File: src/rtl/regfile_wb_arbiter.sv
// regfile_wb_arbiter
//   Shares the single register-file write port among NREQ write-back
//   requesters (e.g. ALU, load unit, CSR unit) using round-robin
//   arbitration. At most one write is granted per cycle, and the granted
//   write is presented to the register file from a registered output stage.
//
// Parameters
//   NREQ  number of write-back requesters (2..8)
//   RR_W  width of the round-robin pointer; 2**RR_W >= NREQ
//
// Ports
//   clk           clock, rising edge
//   rst           asynchronous reset, active low
//   req_valid     [NREQ]     requester i has a write pending
//   req_rd        [5*NREQ]   destination register of requester i, [5i+4:5i]
//   req_data      [32*NREQ]  write data of requester i, [32i+31:32i]
//   req_ready     [NREQ]     one-hot grant (transfer on valid & ready)
//   wb_stall      suppresses all grants this cycle
//   RegWEn        registered write enable to the register file
//   WriteReg      registered write address
//   RegWriteData  registered write data
//   wb_busy       any request pending or a write in flight
//
// Optional feature (macro WB_FWD_EN)
//   fwd_rs1/fwd_rs2 in, fwd_hit1/fwd_hit2 and fwd_data1/fwd_data2 out:
//   combinational bypass of the write currently in flight.
module regfile_wb_arbiter #(
  parameter int NREQ = 3,
  parameter int RR_W = 2
) (
  input  logic               clk,
  input  logic               rst,
  input  logic [NREQ-1:0]    req_valid,
  input  logic [5*NREQ-1:0]  req_rd,
  input  logic [32*NREQ-1:0] req_data,
  output logic [NREQ-1:0]    req_ready,
  input  logic               wb_stall,
  output logic               RegWEn,
  output logic [4:0]         WriteReg,
  output logic [31:0]        RegWriteData,
  output logic               wb_busy
`ifdef WB_FWD_EN
  ,
  input  logic [4:0]         fwd_rs1,
  input  logic [4:0]         fwd_rs2,
  output logic               fwd_hit1,
  output logic               fwd_hit2,
  output logic [31:0]        fwd_data1,
  output logic [31:0]        fwd_data2
`endif
);

  logic [RR_W-1:0] rr_ptr;

  logic [NREQ-1:0] cand_p0;
  logic [NREQ-1:0] gnt_p0;
  logic            gnt_vld_p0;
  logic [RR_W-1:0] gnt_idx_p0;
  logic [4:0]      sel_rd_p0;
  logic [31:0]     sel_data_p0;

  // Stage p0: combinational round-robin selection.
  // The search order rr_ptr, rr_ptr+1, ..., wrapping at NREQ is realised as
  // two ascending passes: indices at or above rr_ptr first, then the ones
  // below it. This keeps every vector index a loop constant.
  always_comb begin
    cand_p0     = req_valid & ~{NREQ{wb_stall}};
    gnt_p0      = '0;
    gnt_vld_p0  = 1'b0;
    gnt_idx_p0  = '0;
    sel_rd_p0   = '0;
    sel_data_p0 = '0;
    for (int i = 0; i < NREQ; i++) begin
      if (!gnt_vld_p0 && cand_p0[i] && (RR_W'(i) >= rr_ptr)) begin
        gnt_vld_p0  = 1'b1;
        gnt_p0[i]   = 1'b1;
        gnt_idx_p0  = RR_W'(i);
        sel_rd_p0   = req_rd[5*i +: 5];
        sel_data_p0 = req_data[32*i +: 32];
      end
    end
    for (int i = 0; i < NREQ; i++) begin
      if (!gnt_vld_p0 && cand_p0[i] && (RR_W'(i) < rr_ptr)) begin
        gnt_vld_p0  = 1'b1;
        gnt_p0[i]   = 1'b1;
        gnt_idx_p0  = RR_W'(i);
        sel_rd_p0   = req_rd[5*i +: 5];
        sel_data_p0 = req_data[32*i +: 32];
      end
    end
    // No handshake may complete while the block is held in reset.
    if (!rst) begin
      gnt_p0     = '0;
      gnt_vld_p0 = 1'b0;
    end
  end

  assign req_ready = gnt_p0;

  always_ff @(posedge clk or negedge rst) begin
    if (!rst) begin
      rr_ptr <= '0;
    end else if (gnt_vld_p0) begin
      rr_ptr <= (gnt_idx_p0 == RR_W'(NREQ-1)) ? '0 : gnt_idx_p0 + RR_W'(1);
    end
  end

  // Stage p1: registered write port. A granted rd=0 request still
  // updates address/data but never raises the enable, so x0 is never written.
  always_ff @(posedge clk or negedge rst) begin
    if (!rst) begin
      RegWEn       <= 1'b0;
      WriteReg     <= '0;
      RegWriteData <= '0;
    end else begin
      RegWEn <= gnt_vld_p0 && (sel_rd_p0 != 5'd0);
      if (gnt_vld_p0) begin
        WriteReg     <= sel_rd_p0;
        RegWriteData <= sel_data_p0;
      end
    end
  end

  assign wb_busy = (|req_valid) | RegWEn;

`ifdef WB_FWD_EN
  // The register file returns the old value on read-during-write; these
  // taps expose the write currently on the port to same-cycle readers.
  assign fwd_hit1  = RegWEn & (WriteReg == fwd_rs1) & (fwd_rs1 != 5'd0);
  assign fwd_hit2  = RegWEn & (WriteReg == fwd_rs2) & (fwd_rs2 != 5'd0);
  assign fwd_data1 = fwd_hit1 ? RegWriteData : 32'd0;
  assign fwd_data2 = fwd_hit2 ? RegWriteData : 32'd0;
`endif

endmodule

File: config.mk
export PLATFORM = sky130hd
export DESIGN_NAME = regfile_wb_arbiter
export DESIGN_NICKNAME = d
export VERILOG_FILES = /design/src/rtl/regfile_wb_arbiter.sv
export SDC_FILE = /design/constraint.sdc
export NUM_CORES = 1
export LEC_CHECK = 0
export ABC_AREA = 1
export BUFFER_PORTS_ARGS = -buffer_cell sky130_fd_sc_hd__clkbuf_2
export CAP_MARGIN = 20
export CORE_MARGIN = 5
export CORE_UTILIZATION = 46
export DETAILED_ROUTE_END_ITERATION = 12
export GPL_TIMING_DRIVEN = 1
export HOLD_SLACK_MARGIN = 0.03
export PLACE_DENSITY_LB_ADDON = 0.25
export REMOVE_ABC_BUFFERS = 1
export SLEW_MARGIN = 20
export SYNTH_ARGS = -nofsm -noshare
export SYNTH_HDL_FRONTEND = slang
export SYNTH_SLANG_ARGS = --single-unit
File: constraint.sdc
create_clock -name clk -period 2.2 [get_ports clk]
set_input_delay 0.33 -clock clk [delete_from_list [all_inputs] [get_ports clk]]
set_output_delay 0.33 -clock clk [all_outputs]
set_load 0.1 [all_outputs]
# == Word level (Yosys, flattened, before mapping) ==
# Cells that the tools add are included.
# word_totals
ff_bits,40
latchBits,0
ramBits,0
romBits,0
mem_count,0
# classes
add_sub_neg,1
multipliers,0
div,0
magnitude_cmp,6
eq_ne,1
shift,0
n_mux,31
bitwise,3
reduce_logical,19
# op_table
operator,count
$mux W32,6
$mux W5,6
$mux W1,13
$logic_and A1 B1 Y1,12
$mux W2,5
$logic_not A1 Y1,5
$reduce_bool A5 Y1,1
$ge A1 B2 Y1 const A,2
$lt A1 B2 Y1 const A,2
$and A3 B3 Y3,1
$mux W3,1
$not A3 Y3,1
$reduce_or A3 Y1,1
$add A2 B1 Y2 const B,1
$eq A2 B2 Y1 const B,1
$ge A2 B2 Y1 const A,1
$lt A2 B2 Y1 const A,1
$or A1 B1 Y1,1

# == Longest topological paths before layout ==
# Gate-level depths: netlist of the first run.
# depth
word_depth,26
depth_mapped,14

# == Worst setup path after synthesis of the first run ==
# No wires, ideal clock.
# synth_path
path_type,input to output
startpoint,in req_valid[0]
endpoint,out req_ready[2]
arrival_ns,2.420
required_time_ns,1.870
setup_slack_ns,-0.550
path_stages,7
n_path_buf,0
path_cell_list,inv_1 -> nor2_4 -> nand2_4 -> nand2_1 -> nor2_2 -> inv_1 -> a21oi_1
# synth_between
elab_chain_len,24
elab_cells_between_ends,25
cone_classes,mux: 8; bitwise: 1; reduce/logical: 16
# synth_rtl
element,line,source
"start, declared",33,"input logic [NREQ-1:0] req_valid,"
$and A3 B3 Y3 (*),67,cand_p0 = req_valid & ~{NREQ{wb_stall}};
$logic_and A1 B1 Y1,74,if (!gnt_vld_p0 && cand_p0[i] && (RR_W'(i) >= rr_ptr)) begin
$mux W1,74,
$logic_not A1 Y1,74,
$logic_and A1 B1 Y1 (2 in series),74,
$mux W1,74,
$logic_not A1 Y1,74,
$logic_and A1 B1 Y1 (2 in series),74,
(+4 left out),-,
$mux W1,83,if (!gnt_vld_p0 && cand_p0[i] && (RR_W'(i) < rr_ptr)) begin
$logic_not A1 Y1,83,
$logic_and A1 B1 Y1 (2 in series),83,
$mux W1,83,
$logic_not A1 Y1,83,
$logic_and A1 B1 Y1 (2 in series),83,
$mux W1 (*),83,
$mux W3 (*),92,if (!rst) begin
"end, declared",36,"output logic [NREQ-1:0] req_ready,"
# Mark *: on every way between the ends. The rest lies on a longest branch, timed or not.

# == Worst setup path after layout of the first run ==
# layout_path
startpoint,reg rr_ptr[1]
endpoint,out req_ready[0]
# layout_between
elab_chain_len,16
elab_cells_between_ends,19
cone_classes,order compare: 4; mux: 5; reduce/logical: 10
# layout_rtl
element,line,source
"start, declared",53,logic [RR_W-1:0] rr_ptr;
"start signal, assigned",104,rr_ptr <= (gnt_idx_p0 == RR_W'(NREQ-1)) ? '0 : gnt_idx_p0 + RR_W'(1);
$ge A1 B2 Y1,74,
$logic_and A1 B1 Y1,74,
$mux W1,74,
$logic_not A1 Y1,74,
$logic_and A1 B1 Y1 (2 in series),74,
$mux W1,74,
$logic_not A1 Y1,74,
$logic_and A1 B1 Y1 (2 in series),74,
$mux W1,74,
$logic_not A1 Y1,83,
$logic_and A1 B1 Y1 (2 in series),83,
$mux W1 (*),83,
$mux W3 (*),92,
# Marks and branches as above.

==> results of run 1 <==
[layout by cell type (no fill, tap or decap), types with 5 or more instances in the layout]
cell and count:
clkbuf_2 155, nand2_1 138, nand3_1 76, a21oi_1 64, nor2_1 45, dfrtp_1 40, a31oi_1 32, buf_4 23
inv_1 18, clkbuf_8 6, nand4_1 5, buf_12 5
[per-stage QoR]
step / setup TNS [ns] / worst slack (ns)
detailed placement: 0 / 0.184
global placement: 0 / 0.201
CTS: 0 / 0.0361
finish: 0 / 0.139
floorplan: -6.52 / -1.33
global route: 0 / 0.00140
[tightest hold or removal path: stages]
cell and delay [ns]:
clkbuf_2 0.09, nand2_1 0.05, a31oi_1 0.07
[power by group]
part	leakage, uW	total (uW)	internal (uW)	switching [uW]
Clock	0.0000445	534	255	279
Combinational	0.00163	2360	479	1880
Sequential	0.000473	1010	907	106
Total	0.00215	3900	1640	2260
[flip-flops by register name, indices dropped and copies added (netlist names)]
name,cells
WriteReg,5
RegWEn,1
rr_ptr,2
RegWriteData,32
[how the worst max path moves through the flow]
stage                          startpoint                     endpoint  cells after the start
floorplan                    req_valid[0]                 req_ready[2]                      7
global placement             req_valid[0]                 req_ready[2]                      9
detailed placement  rr_ptr[1]$_DFFE_PN0P_  RegWriteData[0]$_DFFE_PN0P_                      9
CTS                 rr_ptr[1]$_DFFE_PN0P_                 req_ready[2]                      7
global route        rr_ptr[1]$_DFFE_PN0P_                 req_ready[1]                      9
finish              rr_ptr[1]$_DFFE_PN0P_                 req_ready[0]                      7
[layout make-up]
cell class | instances | area, sq um
Fill cell | 599 | 2240
Multi-Input combinational cell | 379 | 1800
Timing Repair Buffer | 185 | 1070
Sequential cell | 40 | 1000
Tap cell | 77 | 96.3
Clock buffer | 7 | 86.3
Inverter | 23 | 86.3
Clock inverter | 1 | 7.51
[repair_timing]
item / CTS / global route
hold endpoints to repair: 5 / 0
resized for setup: 5 / 1
hold buffers: 1 / 0
cloned: 0 / 0
endpoints found under the setup margin: 2 / 3
setup buffers: 0 / 8
pin swaps: 0 / 3
[kinds of logic after synthesis]
| kind of cell | Yosys count | share of synthesized area |
|---|---|---|
| buf+inv | 53 | 0.0856 |
| compound gates | 102 | 0.186 |
| flops | 40 | 0.329 |
| simple gates | 277 | 0.400 |
[routing by layer]
layer,up-vias,global-route usage,routed length [um]
met3,16,0.0521,1140
met4,0,0.0685,153
li1,1928,-,-
met1,1852,0.308,4220
met2,234,0.457,5560
met5,-,0,0
==> out/results.txt, run 1 <==
Status = completed
CTS H-tree depth = 2
Synth top area share = 0.329
Hold depth = 3
I/O pins = 159
GRT Residual Overflow = 0
CP Max Fanout = 25
Vias after detailed routing = 4030
EDFF count, synth = 0
Placed Area = 3960 sq um
Final setup violation count = 0
CTS Buffer Depth = 2
Slowest CP cell = dfrtp_1
Worst path arrival time = 1.73 ns
Clk sinks = 40
Area Overhead vs Synth = 36.3%
Yosys reg bits = 40
First-pass GRT wire length = 17.9 mm
Share of the yosys chip area belonging to registers = 0.329
RSZ-0062 raised after global routing = no
R2R depth = 14
Worst Hold Path EP = RegWriteData[15]$_DFFE_PN0P_
DR iter-0 viols = 262
Die Ht = 91.3 um
Hpwl dp = 7.97 mm
GR Util All Layers = 0.255
Synth area leader = dfrtp_1
Netlist cell types = 24
Start of the worst register-to-register path = rr_ptr[1]$_DFFE_PN0P_
Cell Count, Final, Fillers Out = 712
FP Rows = 29
Tcrit/Tclk final = 0.937
Slew Limit Fails = 0
Max-Cap Viols = 0
Drt pass-1 iters = 5
Root Buffer = clkbuf_8
Final GP Congestion = 0.899
Core area = 6390 sq um
Skew-Pair Late Insertion Delay = 0.29 ns
Worst Path Required = 1.87 ns
Critical path, cell by cell = nor2_2 > nand2_4 > buf_6 > nand2_1 > inv_1 > nor2_2 > buf_12
Vias in the first global route = 3947
Syn Area/Cell = 6.44 sq um
Final hold vios = 0
ANT nets after route = 0
Max VDD drop = 704 uV
Finished Cell Area = 4150 sq um
Synthesized netlist cell count = 472
Final net count = 751
Initial antenna violation count = 0
Worst slew pin tran = 0.722 ns
List of most frequent post-synthesis cells = nand2_1, nand3_1, a21oi_1, nor2_1, dfrtp_1
Area of the die = 8340 sq um
CP dominant cell by count = nor2_2
Critical path capture point type = primary output
Slew margin rel. = 0.518
Total power = 3900 uW
WL/cell = 15.5 um
Synth top area cells = dfrtp_1, nand2_1, nand3_1, a21oi_1, a31oi_1
I/O Buffers = 158
Ys async rst share = 1.00
CTS Buf Count = 5
Die Span X = 91.3 um
Layout cell share with drive strength beyond 1 = 0.329
Tmin final = 2.06 ns
WS Path Type = register to primary output
Final Util = 0.649
Clock Pin Slew Worst Setup and Hold Paths = 0.08 ns
Synth Cell Area = 3040 sq um
Largest net degree at the start of global routing = 40
Drt drc = 0
Top-count cell post-synth = nand2_1
Starting Density = 0.476
Fmax = 485 MHz
Pwr dens = 941 nW/um^2
Hold_sp = req_data[47]
DRT Wirelength = 11.1 mm
Min-Delay Path Class = primary input to register
N_diodes = 0
Reg2Reg Capture Point = RegWEn$_DFF_PN0_
Hold WS = 0.282 ns
Top FF cell, synth = dfrtp_1
Setup crit start kind = register
Skew final = 0.00276 ns
LEAKAGE = 0.00215 uW
Cells after DPL = 695
Reg2Reg Setup Slack = 0.25 ns
CP max stage delay = 0.43 ns
Crit path max-delay family = simple AND/OR/NAND/NOR gates
Number of buffers and inverters on the critical path = 3
CTS tree = built
DR vias/cell = 5.66
Ys Warns = 0
Note: power is estimated with default switching activity, not from simulation.
==> inputs of run 2 (changes only) <==
--- a/config.mk
+++ b/config.mk
@@ -14,6 +14,7 @@
 export GPL_TIMING_DRIVEN = 1
 export HOLD_SLACK_MARGIN = 0.03
 export PLACE_DENSITY_LB_ADDON = 0.25
+export RECOVER_POWER = 25
 export REMOVE_ABC_BUFFERS = 1
 export SLEW_MARGIN = 20
 export SYNTH_ARGS = -nofsm -noshare
==> run 2 against run 1 <==
- clock power about the same
- cell area about the same
- global-route usage unchanged
- combinational power hardly changed
- final cell count is the same
- non-clock buffer count is the same
- setup slack is essentially flat
- total power is essentially flat
- sequential share of layout area hardly changed
- largest cell class unchanged
==> out/results.txt, run 2 (same netlist as run 1, synthesis figures left out) <==
Status = completed
Die Ht = 91.3 um
Drt drc = 0
Hpwl dp = 7.97 mm
CTS Buf Count = 5
Crit path max-delay family = simple AND/OR/NAND/NOR gates
FP Rows = 29
Biggest regs = RegWriteData x32, WriteReg x5, rr_ptr x2
ANT nets after route = 0
First-pass GRT wire length = 17.9 mm
Critical path, cell by cell = nor2_2 > nand2_4 > buf_6 > nand2_1 > inv_1 > nor2_2 > buf_12
Fmax = 485 MHz
Critical path capture point type = primary output
I/O pins = 159
LEAKAGE = 0.00215 uW
Sequential standard cell area = 1000 sq um
Pwr dens = 942 nW/um^2
Worst setup margin = 0.139 ns
Clk sinks = 40
Worst Path Required = 1.87 ns
CP Max Fanout = 25
Core area = 6390 sq um
DRT Wirelength = 11.1 mm
Min-Delay Path Class = primary input to register
WS Path Type = register to primary output
CTS tree = built
Skew final = 0.00246 ns
Worst path arrival time = 1.73 ns
Hold WS = 0.282 ns
Number of buffers and inverters on the critical path = 3
GR Util All Layers = 0.255
Place WS = 0.184 ns
Most common cell after layout, fill and taps aside = clkbuf_2
Cell Count, Final, Fillers Out = 712
Max reg flops = 32
CTS H-tree depth = 2
Tmin final = 2.06 ns
Final net count = 751
CP max stage delay = 0.43 ns
I/O Buffers = 158
Cells after DPL = 695
WL/cell = 15.5 um
Root Buffer = clkbuf_8
Area of the multi-input gates = 1800 sq um
Largest net degree at the start of global routing = 40
RSZ-0062 raised after global routing = no
Worst slew pin tran = 0.831 ns
Tcrit/Tclk final = 0.937
Vias after detailed routing = 4019
Most frequent cells in the layout = clkbuf_2, nand2_1, nand3_1, a21oi_1, nor2_1
DR vias/cell = 5.64
Final GP Congestion = 0.899
N_diodes = 0
GRT Residual Overflow = 0
Final hold vios = 0
Setup crit start kind = register
Slowest CP cell = dfrtp_1
Area Overhead vs Synth = 36.2%
Die Span X = 91.3 um
Max VDD drop = 704 uV
Slew Limit Fails = 0
Aggregate negative setup slack = 0 ns
Top reg by flops = RegWriteData
FILL cells = 600
Max-Cap Viols = 0
Total power = 3900 uW
Drt pass-1 iters = 5
Area of the die = 8340 sq um
Initial antenna violation count = 0
Layout cell share with drive strength beyond 1 = 0.329
Slew margin rel. = 0.446
CP dominant cell by count = nor2_2
Vias in the first global route = 3947
CTS Buffer Depth = 2
DR iter-0 viols = 269
Skew-Pair Late Insertion Delay = 0.29 ns
Clock Pin Slew Worst Setup and Hold Paths = 0.08 ns
Final setup violation count = 0
Starting Density = 0.476
run 2: final timing paths:
path                                    startpoint                            to  slack (ns)  depth (start not counted)
max reg2reg                  rr_ptr[1]$_DFFE_PN0P_              RegWEn$_DFF_PN0_        0.25                         14
min reg2reg                WriteReg[0]$_DFFE_PN0P_       WriteReg[0]$_DFFE_PN0P_        0.49                          2
max                          rr_ptr[1]$_DFFE_PN0P_                  req_ready[0]        0.14                          7
min in group asynchronous                      rst         rr_ptr[0]$_DFFE_PN0P_        0.44                          2
min                                   req_data[47]  RegWriteData[15]$_DFFE_PN0P_        0.28                          3
max in group asynchronous                      rst       WriteReg[2]$_DFFE_PN0P_        0.68                          3
run 2: timing repair:
action | CTS | global route
hold endpoints to repair | 5 | 0
gates resized for setup | 5 | 1
pin swaps | 0 | 3
buffers inserted | 0 | 8
endpoints found under the setup margin | 2 | 3
hold buffers | 1 | 0
run 2: final cells by class:
type / instances / area share
clock buffer: 7 / 0.0208
clock inverter: 1 / 0.00181
inverter: 23 / 0.0208
multi-input combinational: 379 / 0.434
sequential: 40 / 0.242
tap: 77 / 0.0232
timing repair buffer: 185 / 0.258
run 2: worst reg2reg max path, stage by stage (launching register included):
cell      delay [ns]
dfrtp_1         0.42
nor2_2          0.08
nand2_4         0.11
buf_4           0.15
clkinv_1        0.26
nand2_1         0.14
nand2_1         0.06
inv_1           0.04
nand2_1         0.04
nor2_1          0.08
nand3_1         0.11
nor2_1          0.17
nand3_1         0.09
nand2_1         0.06
inv_1           0.04
run 2: per-stage QoR:
| stage | util | area, sq um |
|---|---|---|
| after global routing | 0.649 | 4140 |
| final | 0.649 | 4140 |
| after CTS | 0.639 | 4080 |
| after global placement | 0.620 | 3960 |
| after detailed placement | 0.620 | 3960 |
| after floorplan | - | 2870 |
run 2: where the power goes:
group,internal [uW],switching [uW]
sequential,907,106
combinational,478,1880
clock,255,280
total,1640,2260
run 2: per-layer routing:
layer,up-vias,share of wire,GRT usage
li1,1928,-,-
met1,1854,0.38,0.308
met2,223,0.50,0.457
met3,14,0.10,0.0521
met4,0,0.013,0.0685
met5,-,0,0
==> inputs of run 3 (changes only) <==
--- a/config.mk
+++ b/config.mk
@@ -8,6 +8,7 @@
 export ABC_AREA = 1
 export BUFFER_PORTS_ARGS = -buffer_cell sky130_fd_sc_hd__clkbuf_2
 export CAP_MARGIN = 20
+export CORE_ASPECT_RATIO = 2
 export CORE_MARGIN = 5
 export CORE_UTILIZATION = 46
 export DETAILED_ROUTE_END_ITERATION = 12
==> run 3 against run 2 <==
- sequential power about the same
- largest power group unchanged
- register-to-register slack better by 0.05 ns
- flip-flop and latch count unchanged
- fmax down 3.3%
- core utilization down 1.1 points
- sequential share of layout area about the same
- hold slack better by 0.0068 ns
- first-iteration DRC count up 17%
- highest routed layer unchanged
- clock power up 59%
- global-route usage down 0.29 points
- routed wire length down 5.7%
==> out/results.txt, run 3 (same netlist as run 1, synthesis figures left out) <==
LEAKAGE = 0.00214 uW
Hold WS = 0.288 ns
CP max stage delay = 0.44 ns
Clock Pin Slew Worst Setup and Hold Paths = 0.06 ns
CTS tree = built
I/O pins = 159
RSZ-0062 raised after global routing = no
CTS Buffer Depth = 2
Pwr dens = 1010 nW/um^2
Cell Count, Final, Fillers Out = 714
Setup crit start kind = register
Reg2Reg Capture Point = RegWriteData[10]$_DFFE_PN0P_
WS Path Type = register to primary output
Place WS = 0.248 ns
Worst slew pin tran = 0.864 ns
Die Span X = 67.5 um
Layout cell share with drive strength beyond 1 = 0.319
FP Rows = 42
CTS H-tree depth = 2
Core area = 6520 sq um
Root Buffer = clkbuf_16
GR Util All Layers = 0.252
Hpwl dp = 7.63 mm
DR vias/cell = 5.37
Max reg flops = 32
Max-Cap Viols = 0
Hold depth = 3
CP Max Fanout = 23
Biggest regs = RegWriteData x32, WriteReg x5, rr_ptr x2
Max VDD drop = 596 uV
First-pass GRT wire length = 16.8 mm
Most frequent cells in the layout = clkbuf_2, nand2_1, nand3_1, a21oi_1, nor2_1
Critical path capture point type = primary output
Worst Path Required = 1.87 ns
Worst setup margin = 0.0680 ns
Drt pass-1 iters = 6
Final net count = 742
R2R depth = 9
WL/cell = 14.6 um
Tcrit/Tclk final = 0.969
Start of the worst register-to-register path = rr_ptr[1]$_DFFE_PN0P_
Area Overhead vs Synth = 36.6%
N_diodes = 0
Hold_sp = req_data[39]
Final hold vios = 0
Slew margin rel. = 0.424
Slew Limit Fails = 0
Worst path arrival time = 1.80 ns
Skew final = 0.00407 ns
Post-CTS Setup Bufs = 0
Finished Cell Area = 4150 sq um
Number of buffers and inverters on the critical path = 3
Min-Delay Path Class = primary input to register
Final setup violation count = 0
Slowest CP cell = dfrtp_2
Placed Area = 3970 sq um
Most common cell after layout, fill and taps aside = clkbuf_2
Crit path max-delay family = simple AND/OR/NAND/NOR gates
Drt drc = 0
Top reg by flops = RegWriteData
DR iter-0 viols = 315
ANT nets after route = 0
Skew-Pair Late Insertion Delay = 0.29 ns
Cells after DPL = 705
Die Ht = 125 um
Clk sinks = 40
Critical path, cell by cell = nor2_2 > nand2_4 > buf_4 > nand2_1 > inv_1 > nor2_1 > buf_12
Vias after detailed routing = 3833
Aggregate negative setup slack = 0 ns
Reg2Reg Setup Slack = 0.30 ns
GRT Residual Overflow = 0
Starting Density = 0.467
Area of the die = 8440 sq um
CTS Buf Count = 5
Status = completed
I/O Buffers = 158
Largest net degree at the start of global routing = 40
Vias in the first global route = 3649
WP depth = 7
Initial antenna violation count = 0
DRT Wirelength = 10.4 mm
Worst Hold Path EP = RegWriteData[7]$_DFFE_PN0P_
Fmax = 469 MHz
Tmin final = 2.13 ns
Final GP Congestion = 0.905
==> run 3: layout make-up <==
class                           instances  area, sq um
Timing Repair Buffer                  176          996
Clock buffer                            5          125
Multi-Input combinational cell        379         1790
Fill cell                             648         2360
Tap cell                               88          110
Inverter                               23         86.3
Sequential cell                        40         1000
Clock inverter                          3         42.5
==> run 3: stage by stage <==
step | util | power, uW
5_1_grt | 0.637 | 4370
3_3_place_gp | 0.609 | 3320
3_5_place_dp | 0.609 | 3340
6_report | 0.637 | 4180
2_1_floorplan | - | 2780
4_1_cts | 0.637 | 4190
==> run 3: worst reg2reg max path, delay by kind of cell (launching register included) <==
family                 cells  cell delay [ns]
and+or+nand+nor            6             0.62
AOI/OAI and AO/OA          2             0.24
DFF                        1             0.44
buffers and inverters      1             0.52
==> run 3: how the worst max path moves through the flow <==
stage / start / to / slack (ns)
final: rr_ptr[1]$_DFFE_PN0P_ / req_ready[0] / 0.07
after global routing: rr_ptr[1]$_DFFE_PN0P_ / req_ready[0] / 0.0006
after CTS: rr_ptr[1]$_DFFE_PN0P_ / req_ready[0] / 0.002
after detailed placement: wb_stall / RegWriteData[10]$_DFFE_PN0P_ / 0.25
after global placement: rr_ptr[1]$_DFFE_PN0P_ / RegWEn$_DFF_PN0_ / 0.30
after floorplan: req_valid[0] / req_ready[2] / -1.33
==> run 3: where the power goes <==
part	internal (uW)	switching (uW)
clock	533	316
combinational	458	1860
sequential	909	103
==> run 3: layer usage <==
metal	share of wire	up-vias	global-route usage
met5	0	-	0
met4	0.022	0	0.0789
met3	0.11	24	0.0682
met2	0.47	218	0.405
met1	0.40	1680	0.321
li1	-	1911	-
==> run 3: timing repair <==
action                                 in CTS  in global routing
setup endpoints to repair                   0                  3
endpoints found under the hold margin       7                  0
hold buffers                                1                  0
gates resized for setup                     0                  3
